==> config.mk <==
export PLATFORM = sky130hd
export DESIGN_NAME = ssd_scan_driver
export DESIGN_NICKNAME = d
export VERILOG_FILES = /design/src/rtl/ssd_scan_driver_pkg.sv /design/src/rtl/ssd_scan_driver_bin2bcd_seq.sv /design/src/rtl/ssd_scan_driver.sv
export SDC_FILE = /design/constraint.sdc
export NUM_CORES = 1
export LEC_CHECK = 0
export CORE_MARGIN = 3
export CORE_UTILIZATION = 30
export DETAILED_ROUTE_END_ITERATION = 8
export SYNTH_ARGS = -nofsm -noshare
export SYNTH_HDL_FRONTEND = slang
export SYNTH_SLANG_ARGS = --single-unit
==> constraint.sdc <==
create_clock -name clk -period 3.05 [get_ports clk]
set_clock_uncertainty 0.2 [all_clocks]
set_input_delay 0.4575 -clock clk [delete_from_list [all_inputs] [get_ports clk]]
set_output_delay 0.4575 -clock clk [all_outputs]
set_load 0.05 [all_outputs]
==> src/rtl/ssd_scan_driver_pkg.sv <==
// Shared constants and types for the four-digit seven-segment scan driver.
// Segment patterns are {dp,g,f,e,d,c,b,a}, active low.
package ssd_scan_driver_pkg;

  localparam logic [13:0] ValueMax = 14'd9999;

  localparam logic [7:0] SegDash  = 8'hBF;
  localparam logic [7:0] SegBlank = 8'hFF;
  localparam logic [7:0] SegDig0  = 8'hC0;
  localparam logic [7:0] SegDig1  = 8'hF9;
  localparam logic [7:0] SegDig2  = 8'hA4;
  localparam logic [7:0] SegDig3  = 8'hB0;
  localparam logic [7:0] SegDig4  = 8'h99;
  localparam logic [7:0] SegDig5  = 8'h92;
  localparam logic [7:0] SegDig6  = 8'h82;
  localparam logic [7:0] SegDig7  = 8'hF8;
  localparam logic [7:0] SegDig8  = 8'h80;
  localparam logic [7:0] SegDig9  = 8'h90;

  typedef enum logic [1:0] {StIdle, StRange, StShift, StLoad} conv_state_e;

  function automatic logic [7:0] seg_digit(input logic [3:0] d);
    logic [7:0] s;
    case (d)
      4'd0:    s = SegDig0;
      4'd1:    s = SegDig1;
      4'd2:    s = SegDig2;
      4'd3:    s = SegDig3;
      4'd4:    s = SegDig4;
      4'd5:    s = SegDig5;
      4'd6:    s = SegDig6;
      4'd7:    s = SegDig7;
      4'd8:    s = SegDig8;
      4'd9:    s = SegDig9;
      default: s = SegBlank;
    endcase
    return s;
  endfunction

endpackage

==> src/rtl/ssd_scan_driver_bin2bcd_seq.sv <==
// Sequential double-dabble converter: 14-bit binary to four BCD nibbles.
// Out-of-range inputs skip the shift phase and report err.
module bin2bcd_seq
  import ssd_scan_driver_pkg::*;
(
  input  logic        clk,
  input  logic        rst_n,
  input  logic        start,
  input  logic [13:0] bin,
  output logic        busy,
  output logic        done,
  output logic [15:0] bcd,
  output logic        err
);

  conv_state_e state_q, state_d;
  logic [13:0] bin_q, bin_d;
  logic [15:0] bcd_q, bcd_d;
  logic [3:0]  cnt_q, cnt_d;
  logic        err_q, err_d;
  logic        busy_q, busy_d;
  logic        done_q, done_d;
  logic [15:0] adj;

  always_comb begin
    for (int i = 0; i < 4; i++) begin
      adj[4*i +: 4] = (bcd_q[4*i +: 4] >= 4'd5) ? bcd_q[4*i +: 4] + 4'd3 : bcd_q[4*i +: 4];
    end
  end

  always_comb begin
    state_d = state_q;
    bin_d   = bin_q;
    bcd_d   = bcd_q;
    cnt_d   = cnt_q;
    err_d   = err_q;
    unique case (state_q)
      StIdle: begin
        if (start) begin
          bin_d   = bin;
          state_d = StRange;
        end
      end
      StRange: begin
        if (bin_q > ValueMax) begin
          err_d   = 1'b1;
          state_d = StLoad;
        end else begin
          err_d   = 1'b0;
          bcd_d   = '0;
          cnt_d   = '0;
          state_d = StShift;
        end
      end
      StShift: begin
        {bcd_d, bin_d} = {adj[14:0], bin_q, 1'b0};
        cnt_d          = cnt_q + 4'd1;
        if (cnt_q == 4'd13) state_d = StLoad;
      end
      StLoad: state_d = StIdle;
      default: state_d = StIdle;
    endcase
    busy_d = (state_d != StIdle);
    done_d = (state_d == StLoad);
  end

  always_ff @(posedge clk or negedge rst_n) begin
    if (!rst_n) begin
      state_q <= StIdle;
      bin_q   <= '0;
      bcd_q   <= '0;
      cnt_q   <= '0;
      err_q   <= 1'b0;
      busy_q  <= 1'b0;
      done_q  <= 1'b0;
    end else begin
      state_q <= state_d;
      bin_q   <= bin_d;
      bcd_q   <= bcd_d;
      cnt_q   <= cnt_d;
      err_q   <= err_d;
      busy_q  <= busy_d;
      done_q  <= done_d;
    end
  end

  assign busy = busy_q;
  assign done = done_q;
  assign bcd  = bcd_q;
  assign err  = err_q;

endmodule

==> src/rtl/ssd_scan_driver.sv <==
// Four-digit multiplexed seven-segment driver: scan tick detection, digit index,
// frame-latched BCD conversion and registered active-low anode/segment outputs.
module ssd_scan_driver
  import ssd_scan_driver_pkg::*;
#(
  parameter bit BLANK_LZ = 1'b1
) (
  input  logic        clk,
  input  logic        rst_n,
  input  logic        scan_src,
  input  logic [13:0] value,
  input  logic [3:0]  dp_en,
  output logic [3:0]  an,
  output logic [7:0]  seg,
  output logic        busy
);

  logic        src_q;
  logic        tick, boundary;
  logic [1:0]  idx_q, idx_d;
  logic        act_q, act_d;
  logic [15:0] disp_q, disp_d;
  logic        disp_err_q, disp_err_d;
  logic [3:0]  an_q, an_d;
  logic [7:0]  seg_q, seg_d;
  logic        conv_busy, conv_done, conv_err;
  logic [15:0] conv_bcd;
  logic [3:0]  zero_above;
  logic [3:0]  nib;
  logic [7:0]  pat;

  assign tick     = scan_src & ~src_q;
  assign boundary = tick & (idx_q == 2'd3);

  bin2bcd_seq u_conv (
    .clk   (clk),
    .rst_n (rst_n),
    .start (boundary & ~conv_busy),
    .bin   (value),
    .busy  (conv_busy),
    .done  (conv_done),
    .bcd   (conv_bcd),
    .err   (conv_err)
  );

  // zero_above[i]: every nibble at position i and higher is zero
  assign zero_above[3] = (disp_q[15:12] == 4'd0);
  assign zero_above[2] = zero_above[3] & (disp_q[11:8] == 4'd0);
  assign zero_above[1] = zero_above[2] & (disp_q[7:4] == 4'd0);
  assign zero_above[0] = zero_above[1] & (disp_q[3:0] == 4'd0);

  always_comb begin
    idx_d      = tick ? idx_q + 2'd1 : idx_q;
    act_d      = act_q | tick;
    disp_d     = conv_done ? conv_bcd : disp_q;
    disp_err_d = conv_done ? conv_err : disp_err_q;
    nib        = disp_q[{idx_q, 2'b00} +: 4];
    if (disp_err_q) begin
      pat = SegDash;
    end else if (BLANK_LZ && (idx_q != 2'd0) && zero_above[idx_q]) begin
      pat = SegBlank;
    end else begin
      pat = seg_digit(nib);
    end
    if (dp_en[idx_q]) pat[7] = 1'b0;
    if (act_q) begin
      an_d  = ~(4'b0001 << idx_q);
      seg_d = pat;
    end else begin
      an_d  = 4'hF;
      seg_d = SegBlank;
    end
  end

  always_ff @(posedge clk or negedge rst_n) begin
    if (!rst_n) begin
      src_q      <= 1'b0;
      idx_q      <= 2'd0;
      act_q      <= 1'b0;
      disp_q     <= '0;
      disp_err_q <= 1'b0;
      an_q       <= 4'hF;
      seg_q      <= SegBlank;
    end else begin
      src_q      <= scan_src;
      idx_q      <= idx_d;
      act_q      <= act_d;
      disp_q     <= disp_d;
      disp_err_q <= disp_err_d;
      an_q       <= an_d;
      seg_q      <= seg_d;
    end
  end

  assign an   = an_q;
  assign seg  = seg_q;
  assign busy = conv_busy;

endmodule
# Yosys cells after proc, flatten, opt, wreduce, memory -nomap -nowiden
# Memories as Yosys holds them, arrays and structs flattened.
# Index checks and enable logic that the tools add are counted.
totals:
  memories: 1
  input_bits: 21
  elab_cells: 83
  mem_bits_ro: 112
  reg_bits: 72
  out_inout_bits: 13
mem_list:
  columns: ["name", "depth", "word_bits", "rd", "rd_clocked_by_memory_dff", "write_ports", "line", "source"]
  rows:
  - ["(name not given)", 16, 7, 1, 0, 0, "ssd_scan_driver_pkg.sv:24", "case (d)"]
classes:
  n_reduce_logical: 12
  order_cmp: 6
  muxes: 24
  n_eq_ne: 8
  n_bitwise: 10
  n_shift: 2
  add_sub_neg: 6
op_table:
  columns: ["operator", "count"]
  rows:
  - ["case mux 16 bit (2 select lines)", 1]
  - ["case mux 14 bit (2 select lines)", 1]
  - ["two-way mux 8 bit", 3]
  - ["two-way mux 4 bit", 5]
  - [">= comparator 4 x 3 -> 1 bit, second input constant", 4]
  - ["zero test 4 bit", 4]
  - ["two-way mux 16 bit", 1]
  - ["variable part select 16 x 5 -> 4 bit", 1]
  - ["> comparator 14 bit, second input constant", 1]
  - ["two-way mux 14 bit", 1]
  - ["adder 4 x 2 -> 4 bit, second input constant", 3]
  - ["== test 2 bit, second input constant", 4]
  - ["case mux 2 bit (4 select lines)", 1]
  - ["case mux 4 bit (2 select lines)", 1]
  - ["nonzero test 2 bit", 4]
  - ["AND 1 bit", 6]
  - ["two-way mux 1 bit", 5]
  - ["adder 4 x 1 -> 4 bit, second input constant", 1]
  - ["binary-select mux 1 bit (select 2 bit)", 2]
  - ["== test 4 bit, second input constant", 1]
  - ["two-way mux 2 bit", 2]
  - ["NOT 4 bit", 1]
  - ["AND reduction 2 bit", 2]
  - ["<< shifter 1 x 2 -> 4 bit, first input constant", 1]
  - ["other kinds (11)", 12]

# Depth between registers and ports, before layout
# Gate-level depths: netlist (run 1).
depth:
  depth_word: 11
  ltp_mapped: 9
  mapped_depth_nobuf: 7

# Cells and area by module
# From an unflattened synthesis (run 1), not the netlist that was laid out.
unflattened:
  hier_cells: 313
  hier_area_um2: 3717.3
modules_own_cells:
  columns: ["mod", "cells_per_inst", "area_per_inst_um2", "n_inst", "seq_area_each_um2"]
  rows:
  - ["bin2bcd_seq", 195, 2099.5, 1, 975.9]
  - ["ssd_scan_driver", 118, 1617.8, 1, 840.8]

# Least setup slack after synthesis (run 1)
# Ideal clock, no wire load.
synth_path:
  kind: "flip-flop to flip-flop"
  from: "register idx_q[0]"
  to: "register seg_q[5] (netlist: seg[5])"
  stages_incl_launch_ff: 7
  arrival_time_ns: 1.845
  synth_period_minus_slack_ns: 2.149
  required_ns: 2.746
  path_buffers: 1
  path_slack_ns: 0.901
  setup_time_ns: 0.104
  cell_sequence: "dfrtp_1 > buf_2 > mux4_2 > ha_1 > or2_2 > a21oi_1 > o21ai_0"
synth_via:
  elab_chain_cells: 6
  elab_cells_between_ends: 9
  cone_classes: "1 x shift; 5 x mux; 2 x reduce/logical; 1 x memory"
synth_lines:
  columns: ["item", "line", "source"]
  rows:
  - ["start: declaration", "ssd_scan_driver.sv:20", "logic [1:0] idx_q, idx_d;"]
  - ["start signal: assignment", "ssd_scan_driver.sv:86", "idx_q <= idx_d;"]
  - ["branches (longest 3 deep; another with memory (16 x 7 bit))", null, null]
  - ["two-way mux 8 bit (*)", "ssd_scan_driver.sv:60", "end else if (BLANK_LZ && (idx_q != 2'd0) && zero_above[idx_q]) begin"]
  - ["two-way mux 8 bit (*)", "ssd_scan_driver.sv:58", "if (disp_err_q) begin"]
  - ["two-way mux 8 bit (*)", "ssd_scan_driver.sv:66", "if (act_q) begin"]
  - ["net seg_d[5]", "ssd_scan_driver.sv:25", "logic [7:0] seg_q, seg_d;"]
  - ["end signal: assignment", "ssd_scan_driver.sv:83", "seg_q <= SegBlank;"]
  - ["end signal: assignment", "ssd_scan_driver.sv:91", "seg_q <= seg_d;"]
  - ["end: declaration", "ssd_scan_driver.sv:25", null]
# Mark *: on every way through the listed nets, which the timed path passes. The select of a mux whose other input is x is not followed.
# A chain may end at the register's enable or synchronous reset.

# Worst setup path after layout (run 1)
# Same ends and word-level chain as after synthesis.

==> results of run 1 <==
routing by layer:
| metal | up-vias | wire [µm] | part of all wire, % | global-route usage (%) |
|---|---|---|---|---|
| met5 | - | 0 | 0 | 0 |
| li1 | 1235 | - | - | - |
| met2 | 39 | 3049 | 45 | 16.53 |
| met1 | 1182 | 3284 | 49 | 15.12 |
| met3 | 12 | 303 | 4.5 | 3.603 |
| met4 | 0 | 104 | 1.5 | 2.939 |
cell usage after synthesis, drive strengths merged (2+ instances only):
master / n / area share [%]
nand3: 8 / 1.1
mux4: 4 / 2.5
dfrtp: 60 / 41
and3: 4 / 0.69
nand2b: 9 / 1.6
or2: 5 / 0.93
or4: 2 / 0.52
nand2: 37 / 3.8
xnor2: 5 / 1.2
nor3b: 2 / 0.41
a21oi: 12 / 1.7
dfstp: 12 / 8.7
and2: 2 / 0.38
o31ai: 6 / 1.2
clkbuf: 11 / 1.2
nor2: 11 / 1.1
buf: 4 / 0.83
o21ai: 39 / 5.5
mux2: 19 / 5.9
ha: 22 / 7.6
a32o: 4 / 1.1
mux2i: 16 / 4.4
a211oi: 5 / 1.4
o311ai: 4 / 0.96
inv: 18 / 1.9
nor4: 3 / 0.52
critical path, delay by kind of cell, from the launching register on:
| family | cells | cell delay, ns |
|---|---|---|
| muxes | 1 | 0.63 |
| AOI/OAI and AO/OA | 2 | 0.20 |
| DFF | 1 | 0.69 |
| adders and majority gates | 1 | 0.23 |
| and+or+nand+nor | 1 | 0.29 |
sequential cells by signal, indices dropped and copies added, names as in the netlist:
name and count:
u_conv.bin_q 14, act_q 1, an 4, u_conv.busy 1, seg 8, u_conv.bcd 16
src_q 1, u_conv.cnt_q 4, idx_q 2, u_conv.err 1, disp_q 16, disp_err_q 1
u_conv.done 1, u_conv.state_q 2
logic make-up after synthesis:
logic type      Yosys count  share of synthesized area [%]
xor+xnor                  6                          1.447
flops                    72                          50.02
fa+ha+maj                22                          7.578
mux                      39                          12.78
compound gates           76                          13.02
buf+inv                  33                          3.927
simple gates             84                          11.23
final timing paths:
path	from	endpoint	slack, ns	cells after the start
max	idx_q[0]	seg[5]	0.70	5
min	rst_n	disp_q[14]	0.13	2
max reg2reg	idx_q[0]	seg[5]	0.70	5
min reg2reg	u_conv.bin_q[2]	u_conv.bin_q[2]	0.28	2
max in group asynchronous	rst_n	u_conv.bcd[3]	1.92	2
min in group clk	u_conv.bin_q[2]	u_conv.bin_q[2]	0.28	2
power groups by stage:
stage	Combinational (µW)	Sequential (µW)	Clock, µW
floorplan	1230	1780	0
global placement	1830	1630	0
detailed placement	1860	1640	0
CTS	1860	1620	1070
global route	2070	1670	1110
finish	1840	1620	1040
layout make-up:
cell class,instances,area (µm²),share of cell area [%]
clock inverter,5,56.30,1.285
tap,143,178.9,4.082
timing repair buffer,36,347.8,7.936
clock buffer,11,242.7,5.538
sequential,72,1817,41.45
inverter,18,67.56,1.542
multi-input combinational,227,1673,38.17
placed cells by master (no fill, tap or decap), types with 2 or more instances in the layout:
| cell | n |
|---|---|
| sky130_fd_sc_hd__o21ai_0 | 38 |
| sky130_fd_sc_hd__buf_4 | 3 |
| sky130_fd_sc_hd__nand3_1 | 8 |
| sky130_fd_sc_hd__nor4_1 | 3 |
| sky130_fd_sc_hd__nand2b_1 | 9 |
| sky130_fd_sc_hd__mux2i_1 | 16 |
| sky130_fd_sc_hd__mux4_2 | 4 |
| sky130_fd_sc_hd__ha_1 | 22 |
| sky130_fd_sc_hd__nor3b_1 | 2 |
| sky130_fd_sc_hd__inv_1 | 18 |
| sky130_fd_sc_hd__clkdlybuf4s50_1 | 32 |
| sky130_fd_sc_hd__a211oi_1 | 4 |
| sky130_fd_sc_hd__o311ai_1 | 3 |
| sky130_fd_sc_hd__xnor2_1 | 5 |
| sky130_fd_sc_hd__nor2_1 | 11 |
| sky130_fd_sc_hd__or2_2 | 4 |
| sky130_fd_sc_hd__a21oi_1 | 12 |
| sky130_fd_sc_hd__dfstp_2 | 12 |
| sky130_fd_sc_hd__a32o_1 | 4 |
| sky130_fd_sc_hd__mux2_2 | 19 |
| sky130_fd_sc_hd__clkinv_2 | 2 |
| sky130_fd_sc_hd__and3_1 | 4 |
| sky130_fd_sc_hd__o31ai_1 | 6 |
| sky130_fd_sc_hd__dfrtp_1 | 60 |
| sky130_fd_sc_hd__clkbuf_16 | 9 |
| sky130_fd_sc_hd__nand2_1 | 37 |
per-stage QoR:
stage | instances | instance area, µm² | util, % | total power [µW] | hold slack [ns]
floorplan | 332 | 3632 | - | 3004 | -0.03809
global placement | 496 | 4084 | 35.16 | 3458 | 0.2639
detailed placement | 496 | 4084 | 35.16 | 3497 | 0.2704
CTS | 512 | 4383 | 37.74 | 4557 | 0.1854
global route | 512 | 4383 | 37.74 | 4854 | 0.2123
finish | 512 | 4383 | 37.74 | 4495 | 0.1282
==> flow_results.org, run 1 <==
** Pwr
- Pwr per Cell Area :: 1026 nW/µm²
- Internal power :: 2742 µW
- Share of power burned in the clock network :: 23.1%
- Maximum vdd drop :: 390.7 µV
- Fraction of power consumed by sequential logic :: 36.0%
- Leakage dissipation :: 0.001941 µW
- Switch Pwr :: 1753 µW
- Combinational cells account for 40.8% of the total power.
- Switching portion of total power :: 38.99%

** Timing
- Post-route worst setup slack :: 0.7026 ns
- Period utilization :: 76.96%
- Number of failing setup endpoints in the final timing report :: 0
- Unrepaired setup endpoints after global routing :: no
- Final hold vios :: 0
- Adding up every negative setup slack in the final design gives 0 ns.
- Highest Clock Rate :: 426.0 MHz
- Final max-slew violation count :: 0
- At the pin with the least slew margin, the transition time is 0.8947 ns.
- Max-slew headroom at the worst pin :: 40.35%
- Min cycle time layout :: 2.347 ns

** Drt
- Vias per inst :: 4.820
- Number of remaining DRC errors :: 0
- Total Wirelength :: 6741 µm
- Number of nets with antenna violations after routing :: 0
- Wire length per cell after detailed routing :: 13.17 µm
- The pre-antenna-repair detailed-routing pass consisted of 4 iterations.
- Via count :: 2468
- In this run, the number of DRC markers left after iteration 0 of detailed routing was 135.

** Synthesis
- Combined area of all synthesized cells :: 3632 µm²
- Summing the sequential cell areas from Yosys gives 50.02% of the chip area.
- The synthesized design contains 72 register bits.
- Mean instance size in the synthesized netlist :: 10.94 µm²
- Yosys printed 0 warnings.
- Share of synthesized registers carrying an async set or reset :: 100.0%
- Count of distinct cell types in the synthesized netlist :: 42
- Synthesized net count :: 375
- For this run, the leading register cell type out of synthesis is sky130_fd_sc_hd__dfrtp_1.
- Count of flip-flops with a built-in enable after synthesis :: 0
- Synthesis produced 332 cells.

** Global routing
- Total congestion overflow after global routing :: 0
- Vias in the first global route :: 2378
- Global routing used 10.93% of the available tracks across all layers.
- The first global-routing pass estimated 11700 µm of wire.
- Initial antenna violation count :: 0
- Maximum number of pins on one net before global-route repair :: 73

** Clocking
- Clock Path Buffers :: 2
- Setup repair bufs after CTS :: 0
- CTS Hold Buffers Added :: 0
- CTS Buf Count :: 9
- The tree is rooted in a sky130_fd_sc_hd__clkbuf_16.
- The clock reaches the later pin of the worst-skew pair after 0.33 ns.
- Clock tree from TritonCTS :: built
- Clock sinks :: 72
- After clock tree synthesis, the clock-pin slew on the worst setup and hold paths is 0.06 ns.
- Number of levels in the clock H-tree :: 3
- Gates resized during post-CTS repair numbered 0.

** Critical path
- Endpoint type of the worst setup path :: flip-flop
- STA puts the critical path data arrival time at 2.37 ns.
- Slowest stage cell on the critical path :: sky130_fd_sc_hd__dfrtp_1
- The setup path with the least slack is of type flip-flop to flip-flop.
- STA puts the critical path data required time at 3.07 ns.
- Traced cell by cell, the critical path runs through mux4_2, ha_1, or2_2, a21oi_1, o21ai_0.
- On the worst path, the slowest cell contributes a delay of 0.69 ns.
- STA classifies the critical path startpoint as a flip-flop.
- Worst Path Max Fanout :: 12

** Flow run
- Across the run, the number of max-cap violations was 0.

** Die
- Starting density of the core :: 31.28%
- Pin placement for this block handled 34 I/O pins.
- Std cell rows :: 39
- Die Footprint :: 13460 µm²
- Die Span Y :: 116.0 µm
- Core region area :: 11610 µm²
- The die is 116.0 µm wide.

** Place
- HPWL after detailed placement :: 4789 µm
- At the placement stage, the worst setup path has a slack of 0.6446 ns.
- Port-buffer cells :: 33
- At the end of routability-driven placement, the weighted congestion stood at 0.7628.

** Hold path
- Hold crit path type :: input pin to asynchronous set/reset pin

** Finish
- The area growth from synthesis to layout is 20.67%.
- Nets :: 407
- Number of diodes :: 0
- The layout has 1146 filler cells.
- Cells with a size suffix above 1 make up 17.07% of the layout.

** Status
- The flow ran to the end, and the final reports show no timing, DRC or antenna violations.
(Power assumes the default switching activity.)
==> run 2: changes to the inputs <==
- clock period: 3.05 -> 2.12 ns (I/O delays scaled with it)
==> flow_results.org, run 2 (synthesis results as in run 1) <==
** Die
- Pin placement for this block handled 34 I/O pins.
- Once the floorplan was initialized, standard cells occupied 31.28% of the core.
- The floorplan step set the die height to 116.0 µm.
- The floorplan step set the die width to 116.0 µm.
- In this run the standard cell core region covers 11610 µm².
- Std cell rows :: 39
- Die Footprint :: 13460 µm²

** Drt
- Via count :: 2591
- Number of remaining DRC errors :: 0
- The first TritonRoute pass finished after 4 iterations.
- In this run, the number of DRC markers left after iteration 0 of detailed routing was 185.
- The routed design has 7272 µm of wire.
- Wire length per cell after detailed routing :: 13.62 µm
- In the routed layout, each cell is associated on average with a via count of 4.852.
- Number of nets with antenna violations after routing :: 0

** Pwr
- Switching portion of total power :: 37.38%
- Pwr per Cell Area :: 1516 nW/µm²
- The analysis attributes to net switching a power of 2621 µW.
- Combinational logic burns 42.3% of the power.
- The clock network is responsible for 25.2% of the overall power.
- Design Power :: 7013 µW
- Internal power :: 4391 µW
- Maximum vdd drop :: 708.6 µV
- Sequential cells burn 32.5% of the power.
- Leakage dissipation :: 0.002076 µW

** Timing
- Post-route worst setup slack :: 0.01239 ns
- Period utilization :: 99.42%
- The max-slew violation count is 0.
- Final hold vios :: 0
- Highest Clock Rate :: 474.5 MHz
- For the pin with the worst max-slew slack, the measured transition is 0.6807 ns.
- Worst hold margin :: 0.2693 ns
- Setup Total Neg Slack :: 0 ns
- Setup violations remaining at the end of the flow were counted as 0.
- Setup repair after global routing could not meet its margin everywhere.
- Max-slew headroom at the worst pin :: 54.62%
- Min cycle time layout :: 2.108 ns

** Critical path
- Bufs and invs on worst path :: 1
- The kind of cell with the highest combined delay along the critical path is compound AO/OA/AOI/OAI gates.
- Worst Path Max Fanout :: 15
- At the worst endpoint, the required time is 2.15 ns.
- Cell chain of the critical path :: or4_4, a211oi_4, o21ai_2, buf_4, o31ai_1
- Endpoint type of the worst setup path :: flip-flop
- Biggest cell delay along the critical path :: 0.54 ns
- Crit path arrival time :: 2.13 ns
- Crit start category :: flip-flop
- Slowest stage cell on the critical path :: sky130_fd_sc_hd__or4_4
- Path type of the worst setup path :: flip-flop to flip-flop

** Place
- Post-place setup slack :: -0.01672 ns
- Summed over all nets, the half-perimeter wirelength after detailed placement is 5046 µm.
- Port-buffer cells :: 33
- At the end of routability-driven placement, the weighted congestion stood at 0.8032.

** Flow run
- The tool flagged a number of max-cap violations equal to 0.

** Finish
- Footprint of the flip-flops and latches :: 1818 µm²
- Area used by multi-input combinational logic :: 1688 µm²
- The filler cells instantiated in the layout total 1139.
- Nets :: 429
- Most frequent standard cell in the layout excluding fill and tap cells :: sky130_fd_sc_hd__dfrtp_1
- The number of antenna diodes in the final layout is 0.
- Fraction of layout cells with a size suffix above 1 :: 26.09%
- Leaving out fill and tap cells, the most frequent cells in the layout are sky130_fd_sc_hd__dfrtp_1 (59), sky130_fd_sc_hd__nand2_1 (37), sky130_fd_sc_hd__o21ai_0 (36).
- Area growth from synthesis to final layout :: 27.32%

** Global routing
- Across every metal layer, demand over resource in global routing totals 11.31%.
- Global routing finished with a remaining overflow of 0.
- Initial antenna violation count :: 0
- Wire length of the first global-routing pass :: 12140 µm
- Vias in the first global route :: 2512
- Maximum number of pins on one net before global-route repair :: 73

** Hold path
- Hold crit path type :: input pin to flip-flop

** Clocking
- The tree is rooted in a sky130_fd_sc_hd__clkbuf_16.
- Number of levels in the clock H-tree :: 3
- Clock sinks :: 72
- Clock tree from TritonCTS :: built
- Clock slew seen by the registers of the worst setup and hold paths :: 0.06 ns
- The clock reaches the later pin of the worst-skew pair after 0.33 ns.
- No sink is reached through more buffers than the 2 on the longest clock path.
- TritonCTS created 9 clock buffers.

** Status
- Outcome :: finished clean
-- run 2: stage by stage --
stage / util (%) / area, µm² / instances
floorplan: - / 3635 / 332
finish: 39.82 / 4624 / 534
detailed placement: 35.92 / 4172 / 510
global placement: 35.92 / 4172 / 510
CTS: 39.23 / 4556 / 529
global route: 39.82 / 4624 / 534
-- run 2: cell type report --
type	count	share of cell area [%]
repair buffers	57	10.93
flip-flops and latches	72	39.31
repair inverters	1	0.1623
multi-input cells	227	36.50
inverters	18	1.542
well taps	143	3.869
clock inverters	5	2.219
clock buffers	11	5.465
-- run 2: power by group through the flow --
| stage | clock network, µW | logic [µW] | registers (µW) |
|---|---|---|---|
| 6_report | 1770 | 2960 | 2280 |
| 5_1_grt | 1890 | 3260 | 2350 |
| 4_1_cts | 1810 | 2870 | 2290 |
| 3_5_place_dp | 0 | 2840 | 2310 |
| 3_3_place_gp | 0 | 2780 | 2280 |
| 2_1_floorplan | 0 | 1770 | 2560 |
-- run 2: metal layers --
layer | up-vias | track usage (%) | part of all wire (%)
li1 | 1275 | - | -
met1 | 1256 | 14.37 | 47
met2 | 56 | 18.64 | 48
met3 | 4 | 3.916 | 4.8
met4 | 0 | 2.630 | 0.37
met5 | - | 0 | 0
-- run 2: path summary, 6_finish.rpt --
path                       slack, ns  cells after the start               to             from
min in group asynchronous       0.35                      3         idx_q[0]            rst_n
min                             0.27                      1            src_q         scan_src
max reg2reg                     0.01                      5  u_conv.cnt_q[1]  u_conv.bin_q[6]
max                             0.01                      5  u_conv.cnt_q[1]  u_conv.bin_q[6]
min reg2reg                     0.28                      1           seg[6]       disp_err_q
max in group asynchronous       1.04                      3            an[3]            rst_n
-- run 2: repair_timing --
item / in CTS / in global routing
hold buffers: 1 / 0
setup endpoints to repair: 3 / 31
cloned: 0 / 1
hold endpoints to repair: 60 / 0
resized for setup: 1 / 13
pin swaps: 1 / 1
buffers inserted: 2 / 4
==> run 3: changes to the inputs <==
--- a/config.mk
+++ b/config.mk
@@ -10,2 +10,3 @@
 export DETAILED_ROUTE_END_ITERATION = 8
+export GPL_TIMING_DRIVEN = 0
 export SYNTH_ARGS = -nofsm -noshare
==> constraint.sdc (replaced) <==
create_clock -name clk -period 2.12 [get_ports clk]
set_clock_uncertainty 0.2 [all_clocks]
set_input_delay 0.424 -clock clk [delete_from_list [all_inputs] [get_ports clk]]
set_output_delay 0.424 -clock clk [all_outputs]
set_load 0.05 [all_outputs]
==> flow_results.org, run 3 (synthesis results as in run 1) <==
** Status
- The flow ran to the end, but the final reports show violations.
- Failing checks :: setup timing

** Critical path
- For the worst flop-to-flop path, the logic depth is 6.
- At the worst endpoint, the required time is 2.13 ns.
- The setup check on the worst reg-to-reg path leaves a slack of -0.03 ns.
- The critical path is of the flip-flop to flip-flop type.
- R2r endpoint :: u_conv.bcd[11]
- Worst reg2reg startpoint :: u_conv.bin_q[7]
- Of all nets on the critical path, the largest fanout is 5.
- STA classifies the critical path endpoint as a flip-flop.
- Crit start category :: flip-flop
- For the worst setup path, the data arrival time is 2.16 ns.

** Timing
- The max-slew violation count came to 0.
- In the post-route analysis, the smallest setup slack over all paths is -0.02896 ns.
- Static timing analysis puts the maximum clock frequency at 465.3 MHz.
- The count of final hold-check violations was 0.
- Unrepaired setup endpoints after global routing :: yes
- Max-slew headroom at the worst pin :: 65.03%
- Across all hold checks on the routed design, the worst slack comes to 0.2870 ns.
- Counting I/O delays and the setup requirement, the final critical path takes 2.149 ns.
- Period utilization :: 101.4%
- Setup violations remaining at the end of the flow were counted as 2.
- For the pin with the worst max-slew slack, the measured transition is 0.5245 ns.

** Clocking
- The number of clock buffers added by TritonCTS is 9.
- After clock tree synthesis, the clock-pin slew on the worst setup and hold paths is 0.06 ns.
- Clock sinks :: 72
- CTS Root Buffer Type :: sky130_fd_sc_hd__clkbuf_16
- The H-tree was split into 3 levels.
- Clock tree from TritonCTS :: built
- Clock latency at the later pin of the worst-skew pair :: 0.33 ns
- No sink is reached through more buffers than the 2 on the longest clock path.

** Global routing
- Vias in the first global route :: 2738
- Initial antenna violation count :: 0
- Maximum number of pins on one net before global-route repair :: 46
- The first global-routing pass estimated 12930 µm of wire.
- Total congestion overflow after global routing :: 0
- Global routing used 12.22% of the available tracks across all layers.

** Finish
- In the final layout, the multi-input gates occupy 1757 µm².
- The post-route netlist has 27.30% of its cells at a drive strength greater than 1.
- The top cell types in the final layout, fill and taps aside, are sky130_fd_sc_hd__dfrtp_1 (60), sky130_fd_sc_hd__nand2_1 (37), sky130_fd_sc_hd__o21ai_0 (27).
- Relative to the synthesized area, the layout overhead comes to 30.24%.
- Cells fill 40.73% of the core in the end.
- Number of diodes :: 0
- The filler cells instantiated in the layout total 1140.
- Most frequent standard cell in the layout excluding fill and tap cells :: sky130_fd_sc_hd__dfrtp_1
- Summing all flip-flop and latch instances after layout gives 1817 µm².
- The final layout contains 441 nets.

** Pwr
- Leakage dissipation :: 0.002121 µW
- In this run the power density over the cells is 1490 nW/µm².
- IR analysis of the VDD net gives a maximum drop of 626.7 µV.
- Design Power :: 7048 µW

** Die
- Starting density of the core :: 31.28%
- The die covers 13460 µm².
- During I/O placement, the number of pins put on the boundary was 34.
- Die Span Y :: 116.0 µm
- The die is 116.0 µm wide.
- The initialized floorplan defines 39 standard-cell rows.
- Core region area :: 11610 µm²

** Drt
- In the detailed route, the total length drawn on met2 is 3808 µm.
- Total routed wire length on the met1 layer :: 3370 µm
- In this run the top signal layer used is met4.
- The detailed router finished its first iteration with 101 violations.
- Wire length on met3 :: 340 µm
- Dividing the detail-routed wire length by the instance count gives 13.95 µm.
- The first TritonRoute pass finished after 4 iterations.
- Number of remaining DRC errors :: 0
- The detail route stage leaves a number of antenna-violating nets equal to 0.
- Vias per inst :: 4.822
- Wires add up to 7616 µm.
- The routed layout has 2633 vias.

** Place
- Routability Congestion :: 0.7634
- HPWL after detailed placement :: 5318 µm
- Port-buffer cells :: 33
- Post-place setup slack :: -0.6614 ns

** Hold path
- The tightest min-delay check is of the flip-flop to flip-flop type.
- Hold Path Depth :: 2
- For hold timing, the worst endpoint is u_conv.bin_q[2].
- Hold path start :: u_conv.bin_q[2]

** Flow run
- Across the run, the number of max-cap violations was 0.
[run 3: changes by cell type in the layout (fill, tap and decap cells not counted), moves of 3 or more]
cell	delta
sky130_fd_sc_hd__clkbuf_2	+5
sky130_fd_sc_hd__o21ai_0	-9
sky130_fd_sc_hd__dlygate4sd2_1	+13
sky130_fd_sc_hd__buf_4	-10
sky130_fd_sc_hd__inv_2	+3
sky130_fd_sc_hd__o21ai_1	+9
sky130_fd_sc_hd__clkbuf_1	+3
[run 3: area by class of cell]
type / count / area share [%]
Multi-Input combinational cell: 227 / 37.13
Timing Repair Buffer: 56 / 10.87
Clock buffer: 10 / 4.840
Buffer: 14 / 2.089
Sequential cell: 72 / 38.40
Clock inverter: 6 / 1.455
Inverter: 18 / 1.428
Tap cell: 143 / 3.782
[run 3: critical path, cell delays in order, from the launching register on]
cell and delay, ns:
sky130_fd_sc_hd__dfrtp_1 0.40, sky130_fd_sc_hd__or4_4 0.53, sky130_fd_sc_hd__a211oi_4 0.26, sky130_fd_sc_hd__or2_4 0.20, sky130_fd_sc_hd__buf_8 0.12, sky130_fd_sc_hd__o311ai_2 0.10, sky130_fd_sc_hd__a32o_1 0.22
[run 3: routing by layer]
metal  vias to the layer above  GRT usage [%]
li1                       1307              -
met1                      1271          14.36
met2                        45          20.68
met3                        10          5.274
met4                         0          2.939
met5                         -              0
[run 3: how the worst max path moves through the flow]
stage	startpoint	to	slack, ns	cells after the start
finish	u_conv.bin_q[7]	u_conv.bcd[11]	-0.03	6
global route	u_conv.bin_q[5]	u_conv.bcd[11]	-0.10	6
CTS	u_conv.bin_q[5]	u_conv.bcd[11]	-0.06	6
detailed placement	scan_src	u_conv.bin_q[5]	-0.66	7
global placement	rst_n	u_conv.bin_q[3]	-2.08	1
floorplan	idx_q[0]	seg[5]	0.04	6
[run 3: through the flow]
stage | instance area [µm²] | setup TNS (ns) | instances
floorplan | 3635 | 0 | 332
global placement | 4144 | -149.95 | 508
detailed placement | 4169 | -11.19 | 509
CTS | 4607 | -0.1109 | 538
global route | 4731 | -1.084 | 546
finish | 4731 | -0.02985 | 546
[run 3: timing repair]
action                     CTS  global route
setup buffers               12             8
pin swaps                    6             6
hold buffers                 1             0
hold endpoints to repair    16             0
setup endpoints to repair   45            42
gates cloned                 1             0
resized for setup           30            35
[run 3: where the power goes]
group / leakage (µW) / internal (µW) / switching (µW)
registers: 0.000922 / 1900 / 332
logic: 0.00106 / 1460 / 1870
clock network: 0.000143 / 916 / 574
total: 0.00212 / 4280 / 2770
